==> src/rtl/alu_arbiter_if.sv <==
// alu_arbiter_if: one requester/response channel of the ALU arbiter.
//   req_valid / req_ready : operation handshake (requester -> arbiter)
//   a, b, ctrl            : operands and 4-bit ALU control
//   rsp_valid / rsp_ready : response handshake (arbiter -> consumer)
//   rsp_result, rsp_zero  : captured ALU result and zero flag
// master = client side (requester + consumer), slave = arbiter side.
interface alu_arbiter_if #(
  parameter int W = 64
) ();
  logic         req_valid;
  logic         req_ready;
  logic [W-1:0] a;
  logic [W-1:0] b;
  logic [3:0]   ctrl;
  logic         rsp_valid;
  logic         rsp_ready;
  logic [W-1:0] rsp_result;
  logic         rsp_zero;

  modport master (
    output req_valid, a, b, ctrl, rsp_ready,
    input  req_ready, rsp_valid, rsp_result, rsp_zero
  );

  modport slave (
    input  req_valid, a, b, ctrl, rsp_ready,
    output req_ready, rsp_valid, rsp_result, rsp_zero
  );
endinterface

==> src/rtl/alu_arbiter.sv <==
// alu_arbiter: two-requester round-robin arbiter time-sharing one external
// combinational ALU. At most one request is granted per cycle; the ALU
// result and zero flag are captured into the granted requester's response
// register, visible the cycle after acceptance.
// Ports:
//   clk, reset          : clock, asynchronous active-low reset
//   ch0, ch1            : requester/response channels (alu_arbiter_if.slave)
//   alu_a, alu_b        : shared ALU operands (0 when nothing is granted)
//   alu_ctrl            : shared ALU control (0000 when nothing is granted)
//   alu_result, alu_zero: shared ALU outputs, combinational from alu_*
module alu_arbiter #(
  parameter int W = 64
) (
  input  logic         clk,
  input  logic         reset,
  alu_arbiter_if.slave ch0,
  alu_arbiter_if.slave ch1,
  output logic [W-1:0] alu_a,
  output logic [W-1:0] alu_b,
  output logic [3:0]   alu_ctrl,
  input  logic [W-1:0] alu_result,
  input  logic         alu_zero
);

  logic         prio;
  logic         vld0_p1;
  logic         vld1_p1;
  logic [W-1:0] result0_p1;
  logic [W-1:0] result1_p1;
  logic         zero0_p1;
  logic         zero1_p1;

  logic elig0;
  logic elig1;
  logic grant0;
  logic grant1;

  // ---- stage p0: eligibility, grant and ALU drive (combinational) ----
  // A slot can take a new result when empty or being drained this cycle.
  // Readiness depends only on handshake inputs and state, never on the ALU.
  assign elig0 = ch0.req_valid & (~vld0_p1 | ch0.rsp_ready);
  assign elig1 = ch1.req_valid & (~vld1_p1 | ch1.rsp_ready);

  always_comb begin
    grant0 = 1'b0;
    grant1 = 1'b0;
    // Gating with reset keeps ready and the ALU bus quiet while in reset.
    if (reset) begin
      if (elig0 && elig1) begin
        grant0 = ~prio;
        grant1 = prio;
      end else begin
        grant0 = elig0;
        grant1 = elig1;
      end
    end
  end

  assign ch0.req_ready = grant0;
  assign ch1.req_ready = grant1;

  always_comb begin
    alu_a    = '0;
    alu_b    = '0;
    alu_ctrl = 4'b0000;
    if (grant0) begin
      alu_a    = ch0.a;
      alu_b    = ch0.b;
      alu_ctrl = ch0.ctrl;
    end else if (grant1) begin
      alu_a    = ch1.a;
      alu_b    = ch1.b;
      alu_ctrl = ch1.ctrl;
    end
  end

  // ---- stage p1: response registers and priority pointer ----
  always_ff @(posedge clk or negedge reset) begin
    if (!reset) begin
      prio    <= 1'b0;
      vld0_p1 <= 1'b0;
      vld1_p1 <= 1'b0;
    end else begin
      if (grant0)      prio <= 1'b1;
      else if (grant1) prio <= 1'b0;

      // A refill takes precedence over a drain, so no bubble appears.
      if (grant0)             vld0_p1 <= 1'b1;
      else if (ch0.rsp_ready) vld0_p1 <= 1'b0;

      if (grant1)             vld1_p1 <= 1'b1;
      else if (ch1.rsp_ready) vld1_p1 <= 1'b0;
    end
  end

  // Result/zero registers clear on reset and otherwise only load on a
  // grant; after a drain they keep the stale value.
  always_ff @(posedge clk or negedge reset) begin
    if (!reset) begin
      result0_p1 <= '0;
      zero0_p1   <= 1'b0;
      result1_p1 <= '0;
      zero1_p1   <= 1'b0;
    end else begin
      if (grant0) begin
        result0_p1 <= alu_result;
        zero0_p1   <= alu_zero;
      end
      if (grant1) begin
        result1_p1 <= alu_result;
        zero1_p1   <= alu_zero;
      end
    end
  end

  assign ch0.rsp_valid  = vld0_p1;
  assign ch0.rsp_result = result0_p1;
  assign ch0.rsp_zero   = zero0_p1;
  assign ch1.rsp_valid  = vld1_p1;
  assign ch1.rsp_result = result1_p1;
  assign ch1.rsp_zero   = zero1_p1;

endmodule
==> src/flat_wrapper.sv <==
// flat-port wrapper written by rule: the top's interface ports become plain ports
module alu_arbiter_flat 
#(
  parameter int W = 64
)
  (clk, reset, alu_a, alu_b, alu_ctrl, alu_result, alu_zero, ch0_req_valid, ch0_a, ch0_b, ch0_ctrl, ch0_rsp_ready, ch0_req_ready, ch0_rsp_valid, ch0_rsp_result, ch0_rsp_zero, ch1_req_valid, ch1_a, ch1_b, ch1_ctrl, ch1_rsp_ready, ch1_req_ready, ch1_rsp_valid, ch1_rsp_result, ch1_rsp_zero);
  alu_arbiter_if #(.W(W)) ch0_i ();
  alu_arbiter_if #(.W(W)) ch1_i ();
  input  logic clk;
  input  logic reset;
  output logic [W-1:0] alu_a;
  output logic [W-1:0] alu_b;
  output logic [3:0] alu_ctrl;
  input  logic [W-1:0] alu_result;
  input  logic alu_zero;
  input wire logic [$bits(ch0_i.req_valid)-1:0] ch0_req_valid;
  input wire logic [$bits(ch0_i.a)-1:0] ch0_a;
  input wire logic [$bits(ch0_i.b)-1:0] ch0_b;
  input wire logic [$bits(ch0_i.ctrl)-1:0] ch0_ctrl;
  input wire logic [$bits(ch0_i.rsp_ready)-1:0] ch0_rsp_ready;
  output wire logic [$bits(ch0_i.req_ready)-1:0] ch0_req_ready;
  output wire logic [$bits(ch0_i.rsp_valid)-1:0] ch0_rsp_valid;
  output wire logic [$bits(ch0_i.rsp_result)-1:0] ch0_rsp_result;
  output wire logic [$bits(ch0_i.rsp_zero)-1:0] ch0_rsp_zero;
  input wire logic [$bits(ch1_i.req_valid)-1:0] ch1_req_valid;
  input wire logic [$bits(ch1_i.a)-1:0] ch1_a;
  input wire logic [$bits(ch1_i.b)-1:0] ch1_b;
  input wire logic [$bits(ch1_i.ctrl)-1:0] ch1_ctrl;
  input wire logic [$bits(ch1_i.rsp_ready)-1:0] ch1_rsp_ready;
  output wire logic [$bits(ch1_i.req_ready)-1:0] ch1_req_ready;
  output wire logic [$bits(ch1_i.rsp_valid)-1:0] ch1_rsp_valid;
  output wire logic [$bits(ch1_i.rsp_result)-1:0] ch1_rsp_result;
  output wire logic [$bits(ch1_i.rsp_zero)-1:0] ch1_rsp_zero;
  assign ch0_i.req_valid = ch0_req_valid;
  assign ch0_i.a = ch0_a;
  assign ch0_i.b = ch0_b;
  assign ch0_i.ctrl = ch0_ctrl;
  assign ch0_i.rsp_ready = ch0_rsp_ready;
  assign ch0_req_ready = ch0_i.req_ready;
  assign ch0_rsp_valid = ch0_i.rsp_valid;
  assign ch0_rsp_result = ch0_i.rsp_result;
  assign ch0_rsp_zero = ch0_i.rsp_zero;
  assign ch1_i.req_valid = ch1_req_valid;
  assign ch1_i.a = ch1_a;
  assign ch1_i.b = ch1_b;
  assign ch1_i.ctrl = ch1_ctrl;
  assign ch1_i.rsp_ready = ch1_rsp_ready;
  assign ch1_req_ready = ch1_i.req_ready;
  assign ch1_rsp_valid = ch1_i.rsp_valid;
  assign ch1_rsp_result = ch1_i.rsp_result;
  assign ch1_rsp_zero = ch1_i.rsp_zero;
  alu_arbiter #(.W(W)) u_core (.clk(clk), .reset(reset), .ch0(ch0_i), .ch1(ch1_i), .alu_a(alu_a), .alu_b(alu_b), .alu_ctrl(alu_ctrl), .alu_result(alu_result), .alu_zero(alu_zero));
endmodule
==> config.mk <==
export PLATFORM = sky130hd
export DESIGN_NAME = alu_arbiter_flat
export DESIGN_NICKNAME = d
export VERILOG_FILES = /design/src/rtl/alu_arbiter_if.sv /design/src/rtl/alu_arbiter.sv /design/src/flat_wrapper.sv
export SDC_FILE = /design/constraint.sdc
export NUM_CORES = 1
export LEC_CHECK = 0
export ABC_AREA = 1
export CAP_MARGIN = 10
export CORE_AREA = 3 3 235 237
export DETAILED_ROUTE_END_ITERATION = 8
export DIE_AREA = 0 0 238 240
export GPL_TIMING_DRIVEN = 0
export PLACE_DENSITY = 0.54
export SLEW_MARGIN = 20
export SYNTH_ARGS = -nofsm -noshare
export SYNTH_HDL_FRONTEND = slang
export SYNTH_SLANG_ARGS = --single-unit
==> constraint.sdc <==
create_clock -name clk -period 1.3 [get_ports clk]
set_input_delay 0.13 -clock clk [delete_from_list [all_inputs] [get_ports clk]]
set_output_delay 0.13 -clock clk [all_outputs]
set_load 0.005 [all_outputs]
==> impl_metrics.json, run 1 <==
{
  "drv_slew": 0,
  "wl_per_cell_microns": 20.8,
  "rr_startpoint": "u_core.ch1.rsp_valid$_DFFE_PN0P_",
  "antenna_found_initial": 6,
  "crit_chain": "nand2_2 > nand2_2 > nor2_4 > buf_12 > buf_12 > buf_16 > buf_12 > buf_8 > buf_6 > nand3_4 > nand2_2 > buf_6",
  "violations": "hold timing, setup timing",
  "whs_ns": -0.438,
  "fp-row-count": 85,
  "dieArea_sq_um": 57100,
  "gp_congestion": 0.839,
  "arrival_ns": 2.02,
  "dieWidth_microns": 238,
  "fmax_ghz": 0.465,
  "dp.cells": 2333,
  "cp.required_ns": 1.17,
  "p_per_area_nw_per_um2": 1030,
  "worst_ir_drop_vdd_mv": 0.725,
  "drv_cap": 0,
  "cts-buffers-inserted": 17,
  "drt_iter0_drc": 510,
  "hpwl_microns": 37000,
  "rsz0062_at_grt": "yes",
  "syn_nets": 1371,
  "grt_max_degree": 56,
  "setup_viol": 267,
  "status": "finished, violations left",
  "final_cells": 2544,
  "cp_num_buf_inv": 7,
  "tritoncts": "built",
  "synth_area_per_cell_sq_um": 7.15,
  "max_stage_delay_ns": 0.38,
  "reg2reg_slack_ns": -0.70,
  "cts_max_path_buffers": 2,
  "finalNetCount": 2167,
  "start_kind": "flop",
  "io_pins": 601,
  "path_clk_slew_ns": 0.06,
  "yosys_warnings": 0,
  "design.core.area_sq_um": 53500,
  "place_area_sq_um": 14300,
  "syn_to_final_growth_pct": 161,
  "grt_use_total_pct": 16.7,
  "start_util_pct": 13.8,
  "r2r_end": "u_core.ch1.rsp_result[15]$_DFFE_PN0P_",
  "path_class": "flop to primary output",
  "timing.final.crit_share_pct": 165,
  "top_usage_layer": "met2",
  "die_h_microns": 240,
  "fin_setup_tns_ns": -164.46,
  "cts_sinks": 133,
  "tightest_slew_ns": 0.496,
  "p_total_w": 0.0199,
  "yosysUniqueCellTypes": 13,
  "dr_total_vias": 10800,
  "io_buffers": 600,
  "cp-end-kind": "primary output",
  "syn_area_sq_um": 7410,
  "met3_usage_pct": 5.74,
  "synth_cells": 1036,
  "drtPass1Iterations": 4,
  "grt_use_met1_pct": 20.2,
  "clkLatencyLatePin_ns": 0.44,
  "power.leakage_nw": 10.4,
  "post-route-min-period_ns": 2.15,
  "grt_pass1_vias": 10700,
  "grt_pass1_wl_microns": 71100,
  "met2_usage_pct": 27.6,
  "htree_levels": 4,
  "ff2ff_path_depth": 15,
  "viasPerCell": 4.25,
  "seq_area_frac_synth_pct": 44.9,
  "fin_ws_ns": -0.850,
  "crit_family": "buffers and inverters",
  "final_area_sq_um": 19300,
  "grt.overflow.total": 0,
  "holdCritPathClass": "primary input to async pin",
  "critPathMaxFanout": 5,
  "ys_ff_latch": 133,
  "cts-root-buf": "clkbuf_16",
  "slew_headroom_pct": 66.9,
  "finalHoldViolCount": 93,
  "drt_wl_total_microns": 52900,
  "drive_gt1_share_pct": 41.7,
  "drc_errors": 0,
  "ant_nets": 0,
  "finClkSkew_ns": 0.0119,
  "slowest_stage": "dfrtp_1"
}
==> flip-flops by register name, indices dropped and copies added, names as in the netlist <==
name and flops:
u_core.ch0.rsp_result 64, u_core.ch0.rsp_valid 1, u_core.ch0.rsp_zero 1, u_core.ch1.rsp_result 64
u_core.ch1.rsp_valid 1, u_core.ch1.rsp_zero 1, u_core.prio 1
==> synth_stat cells (all sizes together) <==
library cell / count / area, sq um
buf: 86 / 483
clkbuf: 12 / 45.0
dfrtp: 133 / 3330
inv: 6 / 22.5
nand2: 400 / 1510
nand3: 396 / 1990
nor2: 2 / 22.5
o21ai: 1 / 5.00
==> kinds of logic (layout without fill, tap and decap cells) <==
kind of cell / Yosys count / count (layout) / share of synthesized area (%)
AOI/OAI and AO/OA: 1 / 1 / 0.0675
buffers and inverters: 104 / 911 / 7.43
DFF: 133 / 133 / 44.9
other: 0 / 5 / 0
and+or+nand+nor: 798 / 798 / 47.6
==> worst max path at each step <==
stage	startpoint	to	slack, ns	depth (start not counted)
detailed placement	reset	alu_b[35]	-1.88	9
finish	u_core.ch1.rsp_valid$_DFFE_PN0P_	alu_a[38]	-0.85	12
floorplan	u_core.ch0.rsp_valid$_DFFE_PN0P_	alu_b[36]	-0.003	7
CTS	u_core.ch1.rsp_valid$_DFFE_PN0P_	alu_a[24]	-0.91	11
global placement	reset	alu_b[35]	-7.32	8
global route	u_core.ch1.rsp_valid$_DFFE_PN0P_	alu_a[31]	-0.95	12
==> metal layers <==
layer	vias up	share of wire [%]
met5	-	0.043
met4	4	3.1
met3	82	8.5
met2	456	48
met1	5203	40
li1	5056	-
==> what timing repair did <==
item / 4_1_cts / 5_1_grt
resized for setup: 920 / 509
setup endpoints to repair: 399 / 399
cloned: 21 / 15
pin swaps: 112 / 92
buffers inserted: 105 / 48
hold endpoints to repair: 93 / 93
==> through the flow <==
stage          utilization [%]  setup slack (ns)
6_report                  36.2            -0.850
5_1_grt                   36.1            -0.954
4_1_cts                   32.4            -0.911
3_5_place_dp              26.8             -1.88
3_3_place_gp              26.7             -7.32
2_1_floorplan                -          -0.00273
==> power by group <==
group | internal, W | switching, W | total [W] | leakage (nW)
sequential | 0.00509 | 0.000706 | 0.00580 | 1.65
clock | 0.00300 | 0.00194 | 0.00494 | 0.284
combinational | 0.00517 | 0.00400 | 0.00916 | 8.45
total | 0.0133 | 0.00664 | 0.0199 | 10.4
==> cell type report <==
cell class,instances,area (sq um)
Sequential cell,133,3330
Multi-Input combinational cell,799,5000
Fill cell,5394,34200
Antenna cell,5,12.5
Timing Repair Buffer,780,8270
Buffer,95,1240
Inverter,6,30.0
Clock buffer,22,484
Tap cell,696,871
Clock inverter,8,98.8
==> cell usage in the layout, fill, tap and decap left out, types with 2 or more instances in the layout <==
cell,n
buf_12,32
nand3_1,244
buf_4,72
clkinvlp_4,2
clkbuf_2,12
nand2_1,227
nor2_4,2
clkbuf_1,4
buf_16,12
diode_2,5
clkdlybuf4s50_1,333
clkbuf_8,4
buf_2,110
dlymetal6s2s_1,127
clkbuf_16,37
buf_1,2
nand3_4,18
buf_6,91
nand2_2,144
nand2_4,28
inv_1,4
nand3_2,134
bufinv_16,2
buf_8,59
clkinv_2,3
dfrtp_1,133
Note: power is estimated with default switching activity, not from simulation.
==> run 2: changes to the inputs <==
HOLD_SLACK_MARGIN = 0.06   (was not set)
==> results of run 2 <==
No change in the layout: final DEF, timing and power equal those of run 1.
